===== config.mk =====
export PLATFORM = sky130hd
export DESIGN_NAME = regs_read_stage_flat
export DESIGN_NICKNAME = d
export VERILOG_FILES = /design/src/rtl/regs_read_stage_if.sv /design/src/rtl/regs_read_stage.sv /design/src/flat_wrapper.sv
export SDC_FILE = /design/constraint.sdc
export NUM_CORES = 1
export LEC_CHECK = 0
export ABC_AREA = 0
export CORE_MARGIN = 4
export CORE_UTILIZATION = 39
export CTS_CLUSTER_DIAMETER = 150
export CTS_CLUSTER_SIZE = 28
export DETAILED_ROUTE_END_ITERATION = 8
export HOLD_SLACK_MARGIN = 0.03
export PLACE_DENSITY_LB_ADDON = 0.05
export SYNTH_ARGS = -nofsm -noshare
export SYNTH_HDL_FRONTEND = slang
export SYNTH_SLANG_ARGS = --single-unit

===== constraint.sdc =====
create_clock -name clk -period 1.91 [get_ports clk]
set_clock_uncertainty 0.05 [all_clocks]
set_input_delay 0.191 -clock clk [delete_from_list [all_inputs] [get_ports clk]]
set_output_delay 0.191 -clock clk [all_outputs]
set_load 0.02 [all_outputs]

===== src/rtl/regs_read_stage_if.sv =====
// Operand-fetch stage bundle: request side, write-back port, register-file
// control/data and operand output with bypass counter.
interface regs_read_stage_if;
  logic        req_valid;
  logic        req_ready;
  logic [3:0]  rno0;
  logic [3:0]  rno1;
  logic [3:0]  rno2;
  logic        wb_wr;
  logic [3:0]  wb_rno;
  logic [31:0] wb_din;
  logic        rf_wr;
  logic [3:0]  rf_rno0;
  logic [3:0]  rf_rno1;
  logic [3:0]  rf_rno2;
  logic [31:0] rf_din;
  logic [31:0] rf_dout0;
  logic [31:0] rf_dout1;
  logic [31:0] rf_dout2;
  logic        op_valid;
  logic        op_ready;
  logic [31:0] op_a;
  logic [31:0] op_b;
  logic [31:0] op_c;
  logic [15:0] byp_cnt;

  modport master (
    output req_valid, rno0, rno1, rno2, wb_wr, wb_rno, wb_din,
           rf_dout0, rf_dout1, rf_dout2, op_ready,
    input  req_ready, rf_wr, rf_rno0, rf_rno1, rf_rno2, rf_din,
           op_valid, op_a, op_b, op_c, byp_cnt
  );

  modport slave (
    input  req_valid, rno0, rno1, rno2, wb_wr, wb_rno, wb_din,
           rf_dout0, rf_dout1, rf_dout2, op_ready,
    output req_ready, rf_wr, rf_rno0, rf_rno1, rf_rno2, rf_din,
           op_valid, op_a, op_b, op_c, byp_cnt
  );
endinterface


===== src/rtl/regs_read_stage.sv =====
// Register read stage with write-back bypass: accept -> operands valid 2 cycles later.
// Write-back stalls acceptance; held operands track writes to their registers.
module regs_read_stage (
  input  logic           clk,
  input  logic           rst_n,
  regs_read_stage_if.slave bus
);

  typedef enum logic [1:0] {EMPTY, FETCH, VALID} state_t;

  state_t      state_q;
  logic        op_valid_q;
  logic [3:0]  rno0_q, rno1_q, rno2_q;
  logic [31:0] op_a_q, op_b_q, op_c_q;
  logic [31:0] op_a_d, op_b_d, op_c_d;
  logic [15:0] byp_cnt_q, byp_cnt_d;
  logic        accept;
  logic        hit0, hit1, hit2, any_hit;

  // The register file shares port 0 between the write and the first read.
  assign bus.rf_wr   = bus.wb_wr;
  assign bus.rf_din  = bus.wb_din;
  assign bus.rf_rno0 = bus.wb_wr ? bus.wb_rno : bus.rno0;
  assign bus.rf_rno1 = bus.rno1;
  assign bus.rf_rno2 = bus.rno2;

  assign bus.req_ready = !bus.wb_wr &&
                         ((state_q == EMPTY) || ((state_q == VALID) && bus.op_ready));
  assign accept = bus.req_valid && bus.req_ready;

  assign hit0 = bus.wb_wr && (bus.wb_rno == rno0_q);
  assign hit1 = bus.wb_wr && (bus.wb_rno == rno1_q);
  assign hit2 = bus.wb_wr && (bus.wb_rno == rno2_q);
  // Accept and write-back are mutually exclusive, so a hit here is never pre-empted.
  assign any_hit = ((state_q == FETCH) || (state_q == VALID)) && (hit0 || hit1 || hit2);

  assign op_a_d = hit0 ? bus.wb_din : ((state_q == FETCH) ? bus.rf_dout0 : op_a_q);
  assign op_b_d = hit1 ? bus.wb_din : ((state_q == FETCH) ? bus.rf_dout1 : op_b_q);
  assign op_c_d = hit2 ? bus.wb_din : ((state_q == FETCH) ? bus.rf_dout2 : op_c_q);

  assign byp_cnt_d = (any_hit && (byp_cnt_q != 16'hFFFF)) ? byp_cnt_q + 16'd1 : byp_cnt_q;

  assign bus.op_valid = op_valid_q;
  assign bus.op_a     = op_a_q;
  assign bus.op_b     = op_b_q;
  assign bus.op_c     = op_c_q;
  assign bus.byp_cnt  = byp_cnt_q;

  always_ff @(posedge clk or negedge rst_n) begin
    if (!rst_n) begin
      state_q    <= EMPTY;
      op_valid_q <= 1'b0;
      rno0_q     <= 4'd0;
      rno1_q     <= 4'd0;
      rno2_q     <= 4'd0;
      op_a_q     <= 32'd0;
      op_b_q     <= 32'd0;
      op_c_q     <= 32'd0;
      byp_cnt_q  <= 16'd0;
    end else begin
      byp_cnt_q <= byp_cnt_d;
      case (state_q)
        EMPTY: begin
          op_valid_q <= 1'b0;
          if (accept) begin
            rno0_q  <= bus.rno0;
            rno1_q  <= bus.rno1;
            rno2_q  <= bus.rno2;
            state_q <= FETCH;
          end
        end
        FETCH: begin
          op_a_q     <= op_a_d;
          op_b_q     <= op_b_d;
          op_c_q     <= op_c_d;
          op_valid_q <= 1'b1;
          state_q    <= VALID;
        end
        VALID: begin
          if (accept) begin
            rno0_q     <= bus.rno0;
            rno1_q     <= bus.rno1;
            rno2_q     <= bus.rno2;
            op_valid_q <= 1'b0;
            state_q    <= FETCH;
          end else begin
            op_a_q <= op_a_d;
            op_b_q <= op_b_d;
            op_c_q <= op_c_d;
            if (bus.op_ready) begin
              op_valid_q <= 1'b0;
              state_q    <= EMPTY;
            end
          end
        end
        default: begin
          op_valid_q <= 1'b0;
          state_q    <= EMPTY;
        end
      endcase
    end
  end

endmodule

===== src/flat_wrapper.sv =====
// flat-port wrapper written by rule: the top's interface ports become plain ports
module regs_read_stage_flat 
  (clk, rst_n, bus_req_valid, bus_rno0, bus_rno1, bus_rno2, bus_wb_wr, bus_wb_rno, bus_wb_din, bus_rf_dout0, bus_rf_dout1, bus_rf_dout2, bus_op_ready, bus_req_ready, bus_rf_wr, bus_rf_rno0, bus_rf_rno1, bus_rf_rno2, bus_rf_din, bus_op_valid, bus_op_a, bus_op_b, bus_op_c, bus_byp_cnt);
  regs_read_stage_if bus_i ();
  input  logic clk;
  input  logic rst_n;
  input wire logic [$bits(bus_i.req_valid)-1:0] bus_req_valid;
  input wire logic [$bits(bus_i.rno0)-1:0] bus_rno0;
  input wire logic [$bits(bus_i.rno1)-1:0] bus_rno1;
  input wire logic [$bits(bus_i.rno2)-1:0] bus_rno2;
  input wire logic [$bits(bus_i.wb_wr)-1:0] bus_wb_wr;
  input wire logic [$bits(bus_i.wb_rno)-1:0] bus_wb_rno;
  input wire logic [$bits(bus_i.wb_din)-1:0] bus_wb_din;
  input wire logic [$bits(bus_i.rf_dout0)-1:0] bus_rf_dout0;
  input wire logic [$bits(bus_i.rf_dout1)-1:0] bus_rf_dout1;
  input wire logic [$bits(bus_i.rf_dout2)-1:0] bus_rf_dout2;
  input wire logic [$bits(bus_i.op_ready)-1:0] bus_op_ready;
  output wire logic [$bits(bus_i.req_ready)-1:0] bus_req_ready;
  output wire logic [$bits(bus_i.rf_wr)-1:0] bus_rf_wr;
  output wire logic [$bits(bus_i.rf_rno0)-1:0] bus_rf_rno0;
  output wire logic [$bits(bus_i.rf_rno1)-1:0] bus_rf_rno1;
  output wire logic [$bits(bus_i.rf_rno2)-1:0] bus_rf_rno2;
  output wire logic [$bits(bus_i.rf_din)-1:0] bus_rf_din;
  output wire logic [$bits(bus_i.op_valid)-1:0] bus_op_valid;
  output wire logic [$bits(bus_i.op_a)-1:0] bus_op_a;
  output wire logic [$bits(bus_i.op_b)-1:0] bus_op_b;
  output wire logic [$bits(bus_i.op_c)-1:0] bus_op_c;
  output wire logic [$bits(bus_i.byp_cnt)-1:0] bus_byp_cnt;
  assign bus_i.req_valid = bus_req_valid;
  assign bus_i.rno0 = bus_rno0;
  assign bus_i.rno1 = bus_rno1;
  assign bus_i.rno2 = bus_rno2;
  assign bus_i.wb_wr = bus_wb_wr;
  assign bus_i.wb_rno = bus_wb_rno;
  assign bus_i.wb_din = bus_wb_din;
  assign bus_i.rf_dout0 = bus_rf_dout0;
  assign bus_i.rf_dout1 = bus_rf_dout1;
  assign bus_i.rf_dout2 = bus_rf_dout2;
  assign bus_i.op_ready = bus_op_ready;
  assign bus_req_ready = bus_i.req_ready;
  assign bus_rf_wr = bus_i.rf_wr;
  assign bus_rf_rno0 = bus_i.rf_rno0;
  assign bus_rf_rno1 = bus_i.rf_rno1;
  assign bus_rf_rno2 = bus_i.rf_rno2;
  assign bus_rf_din = bus_i.rf_din;
  assign bus_op_valid = bus_i.op_valid;
  assign bus_op_a = bus_i.op_a;
  assign bus_op_b = bus_i.op_b;
  assign bus_op_c = bus_i.op_c;
  assign bus_byp_cnt = bus_i.byp_cnt;
  regs_read_stage u_core (.clk(clk), .rst_n(rst_n), .bus(bus_i));
endmodule

==> reports/metrics.cfg <==
[yosys]
yosys.area.top_type=dfrtp_1
syn_area_sq_um=7201
synthCells=498
synthMuxAreaShare_pct=37.38
synth_fa_ha_area_share_pct=1.043
synth_fp_nets=653
synth_xor_area_share_pct=3.162
yosys_register_bits=127
yosys.area.top_type_share_pct=44.14
synth-compound-area-share_pct=1.460
synth_top_family_by_area=multiplexers
synth-edff-count=0
dominantRegCellSynth=dfrtp_1
ys.warnings.count=0
synthArstFlopShare_pct=100.0
yosys.area_share.simple_pct=5.143
ys_seq_area_share_pct=44.14
synth_cell_types=36
yosys-top-cells-area=dfrtp_1 (44%), mux2_4 (18%), mux2_2 (14%)
synth.avg_cell_area_sq_um=14.46

[floorplanning]
rows=49
initial_core_util_pct=39.81
fp.dieArea_sq_um=20700
core_area_sq_um=18090
die_h_microns=143.9
pin_count=308
die_w_microns=143.9

[worst_setup_path]
crit_end=u_core.bus.op_b[21]$_DFFE_PN0P_
endpoint_kind=flip-flop
path_depth=6
crit_slowest_cell=dfrtp_1
crit_buf_inv=1
cp_max_fo=14
cpLargestDelayFamily=multiplexers
cp.arrival_ns=2.31
crit_chain=xor2_1 > nor4_4 > nand2_4 > buf_12 > mux2_1 > mux2_4
startpoint=u_core.rno1_q[3]$_DFFE_PN0P_
reg2reg_from=u_core.rno1_q[3]$_DFFE_PN0P_
worst_path_largest_cell_delay_ns=0.39
r2r_setup_slack_ns=-0.15
timing.rr.end=u_core.bus.op_b[21]$_DFFE_PN0P_
r2r_cells=6
start_kind=flip-flop
worstSetupPathType=reg -> reg
worstPathRequired_ns=2.16

[power]
p_per_area_nw_per_um2=1470
ir_drop_mv=0.7584
comb_power_share_pct=52.0
p_leak_nw=5.349
p_clk_share_pct=20.9
switching_share_pct=34.04
p_seq_share_pct=27.1
p_sw_mw=5.878
p_int_mw=11.39

[run_status]
status=finished with violations
violations=setup timing

[sta]
final.min_clock_period_ns=2.056
setup_viol=99
maxSlewViolCount=0
period_share_pct=107.6
rsz0062_at_grt=true
worstMarginPinSlew_ns=0.3427
fin_ws_ns=-0.1458
max_freq_mhz=486.4
whs_ns=0.1421
max_slew_margin_pct=77.08
hold_violations=0

[flow_run]
cap_violations=0

[route]
drtAntennaViolNets=0
drt_wl_total_mm=22.23
drc=0
wl_per_cell_microns=20.99
via_per_inst=4.971
dr.pass1.iters=4
drt_iter0_markers=107
dr_total_vias=5264

[grt]
gr-total-overflow=0
grt_pass1_vias=5777
grt_max_degree=53
gr-usage-all-layers_pct=20.94
antenna_found_initial=0
grt_pass1_wl_mm=33.11

[worst_hold_path]
hp-class=in -> async

[cells_and_area]
fin_util_pct=64.96
fin_cells=1059
antenna_cells=0
nets=972
syn_to_final_growth_pct=63.16
drive_gt1_share_pct=38.80

[placed_design]
place.port_buffers=307
dp.final_hpwl_mm=15.93
dp_slack_ns=-0.5256
gp_routability_congestion=0.7812
placedCellCount=1013

[clock_tree]
cts_max_level=4
clk_pin_slew_ns=0.06
cts_tree=built
clk_latency_ns=0.41
clk_path_buf_depth=2
cts-root-buf=clkbuf_16
cts_buffers=17
cts_sinks=127

==> how the worst min path moves through the flow <==
| stage | slack, ns | cells after the start | end | startpoint |
|---|---|---|---|---|
| floorplan | -0.15 | 0 | u_core.bus.byp_cnt[0]$_DFFE_PN0P_ | rst_n |
| global placement | 0.04 | 1 | u_core.bus.op_c[8]$_DFFE_PN0P_ | rst_n |
| detailed placement | 0.04 | 1 | u_core.bus.op_b[8]$_DFFE_PN0P_ | rst_n |
| CTS | 0.14 | 2 | u_core.bus.op_b[8]$_DFFE_PN0P_ | rst_n |
| global route | 0.16 | 2 | u_core.bus.op_b[8]$_DFFE_PN0P_ | rst_n |
| finish | 0.14 | 2 | u_core.bus.op_c[8]$_DFFE_PN0P_ | rst_n |
==> state kept, by name, indices dropped and copies added (netlist names) <==
register / count
u_core.bus.op_b: 32
u_core.bus.byp_cnt: 16
u_core.rno2_q: 4
u_core.bus.op_c: 32
u_core.state_q: 2
u_core.rno1_q: 4
u_core.bus.op_valid: 1
u_core.rno0_q: 4
u_core.bus.op_a: 32
==> per-stage QoR <==
stage | area [sq um] | power, mW | TNS, ns
after floorplan | 7212 | 9.350 | -0.2340
after global placement | 10530 | 12.95 | -49.87
after detailed placement | 10530 | 13.09 | -52.94
after CTS | 11550 | 17.25 | -9.655
after global routing | 11750 | 18.10 | -17.58
final | 11750 | 17.27 | -10.31
==> power groups by stage <==
stage	Clock [mW]	Sequential [mW]	Combinational [mW]
global route	3.82	4.83	9.45
global placement	0	4.65	8.30
CTS	3.69	4.66	8.90
floorplan	0	5.92	3.43
detailed placement	0	4.68	8.41
finish	3.62	4.67	8.98
==> synthesized netlist by cell type, types with 2 or more instances <==
library cell,instances
dfrtp_1,127
mux2_2,87
mux2_4,87
buf_4,42
mux2_1,36
xor2_1,24
buf_6,19
nand3_1,8
ha_1,6
nor4_1,5
inv_1,4
nand2_1,4
nor2_1,4
nor3_1,4
nor4b_1,4
o21ai_0,4
a21o_4,3
and4_1,3
nand2_4,3
nor4_4,3
a21oi_1,2
nand4_1,2
nor2b_1,2
o211ai_1,2
xnor2_1,2
==> kinds of logic (layout without fill, tap and decap cells) <==
family	count (synthesis)	after routing
AND/OR/NAND/NOR	49	49
multiplexers	210	210
flip-flops	127	127
buffers and inverters	67	397
XOR/XNOR	26	26
adder cells (fa/ha/maj)	6	6
AO/OA/AOI/OAI	13	15
==> layout make-up <==
cell class / instances / area [sq um]
Tap cell: 229 / 286.5
Clock buffer: 23 / 478.0
Inverter: 4 / 15.01
Timing Repair Buffer: 361 / 3761
Fill cell: 1341 / 6337
Multi-Input combinational cell: 306 / 3849
Clock inverter: 9 / 180.2
Sequential cell: 127 / 3179
==> timing repair <==
item	4_1_cts	5_1_grt
cloned	3	1
resized for setup	60	30
hold buffers	1	0
buffers inserted	5	4
endpoints found under the setup margin	114	113
pin swaps	15	24
hold endpoints to repair	127	0
==> routing by layer <==
layer  up-vias  share of wire [%]  track usage, %  wire [microns]
met4         0                1.9           6.838             424
li1       2387                  -               -               -
met5         -                  0               0               0
met1      2638                 43           26.70            9451
met3        31                5.7           4.859            1258
met2       208                 50           35.20           11090
==> placed cells by master (no fill, tap or decap), types with 4 or more instances in the layout <==
cell type / netlist / final
clkdlybuf4s50_1: 0 / 299
dfrtp_1: 127 / 126
mux2_4: 87 / 108
mux2_2: 87 / 86
buf_4: 42 / 26
xor2_1: 24 / 20
clkbuf_16: 0 / 18
buf_12: 0 / 17
mux2_1: 36 / 16
nor4_4: 3 / 9
buf_6: 19 / 8
a21o_4: 3 / 5
nor3_4: 0 / 5
nand3_1: 8 / 5
bufinv_16: 0 / 5
xor2_2: 0 / 4
nand2_1: 4 / 4
ha_1: 6 / 4
dlygate4sd2_1: 0 / 4
Note: power is estimated with default switching activity, not from simulation.
==> RTL change 1: new RTL, same flow settings <==
Encoding of `state_t`: now one-hot (3 bits for 3 states).
--- a/src/rtl/regs_read_stage.sv
+++ b/src/rtl/regs_read_stage.sv
@@ -6,7 +6,7 @@
   regs_read_stage_if.slave bus
 );
 
-  typedef enum logic [1:0] {EMPTY, FETCH, VALID} state_t;
+  typedef enum logic [2:0] {EMPTY = 3'b001, FETCH = 3'b010, VALID = 3'b100} state_t;
 
   state_t      state_q;
   logic        op_valid_q;
Check against the original RTL: same outputs for any inputs over 4 cycles, from zero or initial values and one cycle with rst_n low; so few cycles prove little.
==> RTL change 1 against the unedited design <==
  * The flow still finishes with violations (negative setup slack)
  * Area after synthesis fell by 11%
  * Wire length up 5.2%
  * Cell area shrank 3.0%
  * Synthesized cell count rose by 21%
  * Sequential share of layout area rose by 1.1 points
  * Cell count increased by 10%
  * Worst setup slack gained 120 ps
  * Non-clock buffer count grew 32
  * Sequential cell count up 1
  * Worst hold slack improved by 52 ps
  * Combinational power shrank 36%
  * Sequential power shrank 5.4%
  * Count of clock-buffer cells in the layout decreased by 1
  * Power decreased by 20%
  * Largest cell class is now non-clock buffers
  * Largest power group unchanged
==> RTL change 1: results (changes against the unedited design) <==
Mean Syn Cell Area=10.6 µm² (-27%); top cell family by delay on the critical path=simple AND/OR/NAND/NOR gates; Leak=4.68 nW (-12%); top post-synthesis cells by count=dfrtp_1, mux2i_1, nand2_1; Setup WS post-layout=-24.2 ps (+122 ps); Final Non-Filler Cells=1170 (+10%); final WL=23400 µm (+5.2%); post_cts resized=18 (-70%); via count=5784 (+9.9%); Synth area leaders=dfrtp_1, mux2i_1, buf_4, o21ai_0, nand2_1; Total GRT Usage=0.230 (+0.0209); post-synthesis sequential area ratio=0.502 (+0.0602); CP Max Fanout=5 (-9); critical path arrival=2230 ps (-80 ps); initial drt markers=251 (+130%); library cells used by synthesis=37 (+2.8%); gpl congestion=0.803 (+2.8%); fillers=1170 (-13%); failing checks=negative setup slack; crit-path max cell delay=410 ps (+20 ps); first-pass GRT wire length=32500 µm (-1.7%); final setup fails=24 (-76%); status=finished, violations left; final HPWL from detailed placement=16500 µm (+3.5%); slowest cell on the critical path=or3_4; Worst Tran Pin Value=418 ps (+75.4 ps); Post-DP Area=9890 µm² (-6.1%); final setup TNS=-247 ps (+10060 ps); post-synth net total=755 (+16%); Worst VDD drop=0.792 mV (+4.5%); Post-Place Worst Slack=-429 ps (+96.4 ps); layout cell share with drive strength beyond 1=0.237 (-0.151)
==> RTL change 1: final cells by class <==
cell class | instances | area, µm² | area share
inverters | 3 | 11.3 | 0.000989
clock buffers | 22 | 484 | 0.0425
well taps | 216 | 270 | 0.0237
multi-input cells | 398 | 3110 | 0.273
flip-flops and latches | 128 | 3210 | 0.282
clock inverters | 10 | 180 | 0.0158
repair buffers | 393 | 4120 | 0.362
==> RTL change 1: routing by layer <==
| metal | share of wire | GRT usage | vias to the layer above |
|---|---|---|---|
| met5 | 0 | 0 | - |
| met4 | 0.026 | 0.0829 | 0 |
| met3 | 0.067 | 0.0670 | 40 |
| met2 | 0.52 | 0.404 | 241 |
| met1 | 0.39 | 0.268 | 2799 |
| li1 | - | - | 2704 |
==> RTL change 1: cell families (layout without fill, tap and decap cells) <==
group	count (synthesis)	count (layout)	share of synthesized area
and+or+nand+nor	151	151	0.105
DFF	128	128	0.502
muxes	116	116	0.187
AOI/OAI and AO/OA	105	105	0.0883
buffers and inverters	79	428	0.0821
xor gates and xnor gates	25	25	0.0343
adders and majority gates	1	1	0.00196
==> RTL change 1: path summary, 6_finish.rpt <==
kind | startpoint | endpoint | slack (ps) | cells after the start
max | u_core.bus.byp_cnt[1] | u_core.bus.byp_cnt[3] | -20 | 8
min | rst_n | u_core.bus.byp_cnt[7] | 190 | 2
max reg2reg | u_core.bus.byp_cnt[1] | u_core.bus.byp_cnt[3] | -20 | 8
min reg2reg | u_core.bus.op_b[31] | u_core.bus.op_b[31] | 430 | 2
max in group asynchronous | rst_n | u_core.bus.op_c[26] | 970 | 3
min in group clk | bus_rf_dout2[3] | u_core.bus.op_c[3] | 350 | 3
==> RTL change 1: report_power, final <==
group	internal, mW	switching, mW
clock	2.45	1.20
sequential	3.71	0.706
combinational	2.90	2.87
total	9.06	4.78
==> RTL change 2: new RTL, same settings <==
Without the edit above. Reset style: synchronous (`rst_n`), changed in one clocked block.
--- a/src/rtl/regs_read_stage.sv
+++ b/src/rtl/regs_read_stage.sv
@@ -46,7 +46,7 @@
   assign bus.op_c     = op_c_q;
   assign bus.byp_cnt  = byp_cnt_q;
 
-  always_ff @(posedge clk or negedge rst_n) begin
+  always_ff @(posedge clk) begin
     if (!rst_n) begin
       state_q    <= EMPTY;
       op_valid_q <= 1'b0;
Behaviour: differs if rst_n is asserted again (counterexample within 4 cycles, from zero or initial values and one cycle with rst_n low); with rst_n held inactive, the same outputs for 4 cycles.
==> RTL change 2 against the unedited design <==
  * The run still ends with negative setup slack left
  * Sequential share of layout area down 3.1 points
  * Highest routed layer unchanged
  * Count of clock-buffer cells in the layout rose by 4
  * First-iteration DRC count grew 130%
  * Cell area fell by 8.7%
  * Area after synthesis fell by 14%
  * Via count is 17% higher
  * Critical endpoint is now u_core.bus.byp_cnt[12]
  * Wire length is 4.9% higher
  * Worst setup slack improved by 110 ps
  * Sequential cell count is the same
  * Global-route usage up 2.9 points
Power is not compared: it rests on default switching activity, and its combinational part moved more than twofold at a synthesized area within 25%.
==> RTL change 2: results (changes against the unedited design) <==
R2R cell count=7 (+1); post-synth net total=827 (+27%); met2 global-route usage=0.417 (+0.0649); Setup WS post-layout=-39.3 ps (+106 ps); initial drt markers=246 (+130%); critical path arrival=2240 ps (-70 ps); crit-path max cell delay=420 ps (+30 ps); Post-DP Area=9470 µm² (-10%); fillers=1164 (-13%); final setup fails=6 (-94%); GR Util met1=0.269 (+0.00167); largest net degree at the start of global routing=70 (+32%); gpl congestion=0.907 (+16%); Worst Tran Pin Value=391 ps (+48.5 ps); vias per std cell=5.15 (+3.6%); CP Max Fanout=4 (-10); status=finished, violations left; failing checks=negative setup slack; Layout Nets=1130 (+16%); slowest cell on the critical path=or4_1; library cells used by synthesis=37 (+2.8%); M3 GR Usage=0.0776 (+0.0291); layout cell share with drive strength beyond 1=0.192 (-0.196); post-synthesis sequential area ratio=0.412 (-0.0294); final HPWL from detailed placement=16200 µm (+1.9%); HP Class=in -> reg; Synth async-reset ratio=0 (-1.00); Total GRT Usage=0.239 (+0.0294)
## RTL change 2: cell count changes in the layout (fill, tap and decap cells not counted), moves of 16 or more
cell,before,now
mux2_1,16,0
mux2_2,86,4
dfxtp_1,0,115
mux2_4,108,0
nor2_1,3,103
dfrtp_1,126,0
a211oi_2,0,28
mux2i_1,0,88
a21oi_1,1,18
a211oi_1,1,68
nand2_1,4,36
## RTL change 2: path summary, 6_finish.rpt
check / startpoint / to / slack [ps]
max: u_core.rno0_q[3] / u_core.bus.byp_cnt[12] / -40
min: bus_rno1[1] / u_core.rno1_q[1] / 310
max reg2reg: u_core.rno0_q[3] / u_core.bus.byp_cnt[12] / -40
min reg2reg: u_core.rno0_q[3] / u_core.rno0_q[3] / 410
## RTL change 2: what timing repair did
action | CTS | global route
gates resized for setup | 19 | 81
pin swaps | 4 | 32
gates cloned | 3 | 7
setup endpoints to repair | 109 | 113
hold endpoints to repair | 0 | 0
setup buffers | 1 | 5
## RTL change 2: cells by family after synthesis
group	share of synthesized area
adders and majority gates	0.0122
and+or+nand+nor	0.123
xor gates and xnor gates	0.0199
AOI/OAI and AO/OA	0.168
buffers and inverters	0.0989
DFF	0.412
muxes	0.166
## RTL change 2: power by group through the flow
stage / clock network, mW / logic [mW] / registers (mW)
3_5_place_dp: 0 / 1.42 / 2.88
5_1_grt: 3.33 / 1.65 / 2.84
6_report: 3.17 / 1.55 / 2.83
4_1_cts: 3.22 / 1.46 / 2.82
2_1_floorplan: 0 / 0.562 / 2.98
3_3_place_gp: 0 / 1.40 / 2.87
## RTL change 2: metal layers
layer  routed length, µm  vias up
met2               11800      245
met3                1750       47
met4                 791        0
met5                   0        -
met1                8980     2914
li1                    -     2968
## RTL change 2: worst max-delay path, delay by kind of cell (launching register included)
kind / cells / cell delay [ps]
buffers and inverters: 2 / 360
xor gates and xnor gates: 1 / 160
AOI/OAI and AO/OA: 2 / 260
and+or+nand+nor: 2 / 730
DFF: 1 / 320
## RTL change 2: final cells by class
class,count,area [µm²],share of cell area
Timing Repair Buffer,376,3920,0.365
Multi-Input combinational cell,447,3370,0.314
Sequential cell,127,2560,0.239
Clock buffer,27,533,0.0497
Tap cell,211,264,0.0246
Clock inverter,5,50.0,0.00467
Inverter,6,27.5,0.00257
## RTL change 2: per-stage QoR
step	util	cells	power [mW]
after CTS	0.664	1187	7.50
after global placement	0.616	1151	4.27
after global routing	0.698	1199	7.82
after detailed placement	0.616	1151	4.29
final	0.698	1199	7.55
after floorplan	-	672	3.54
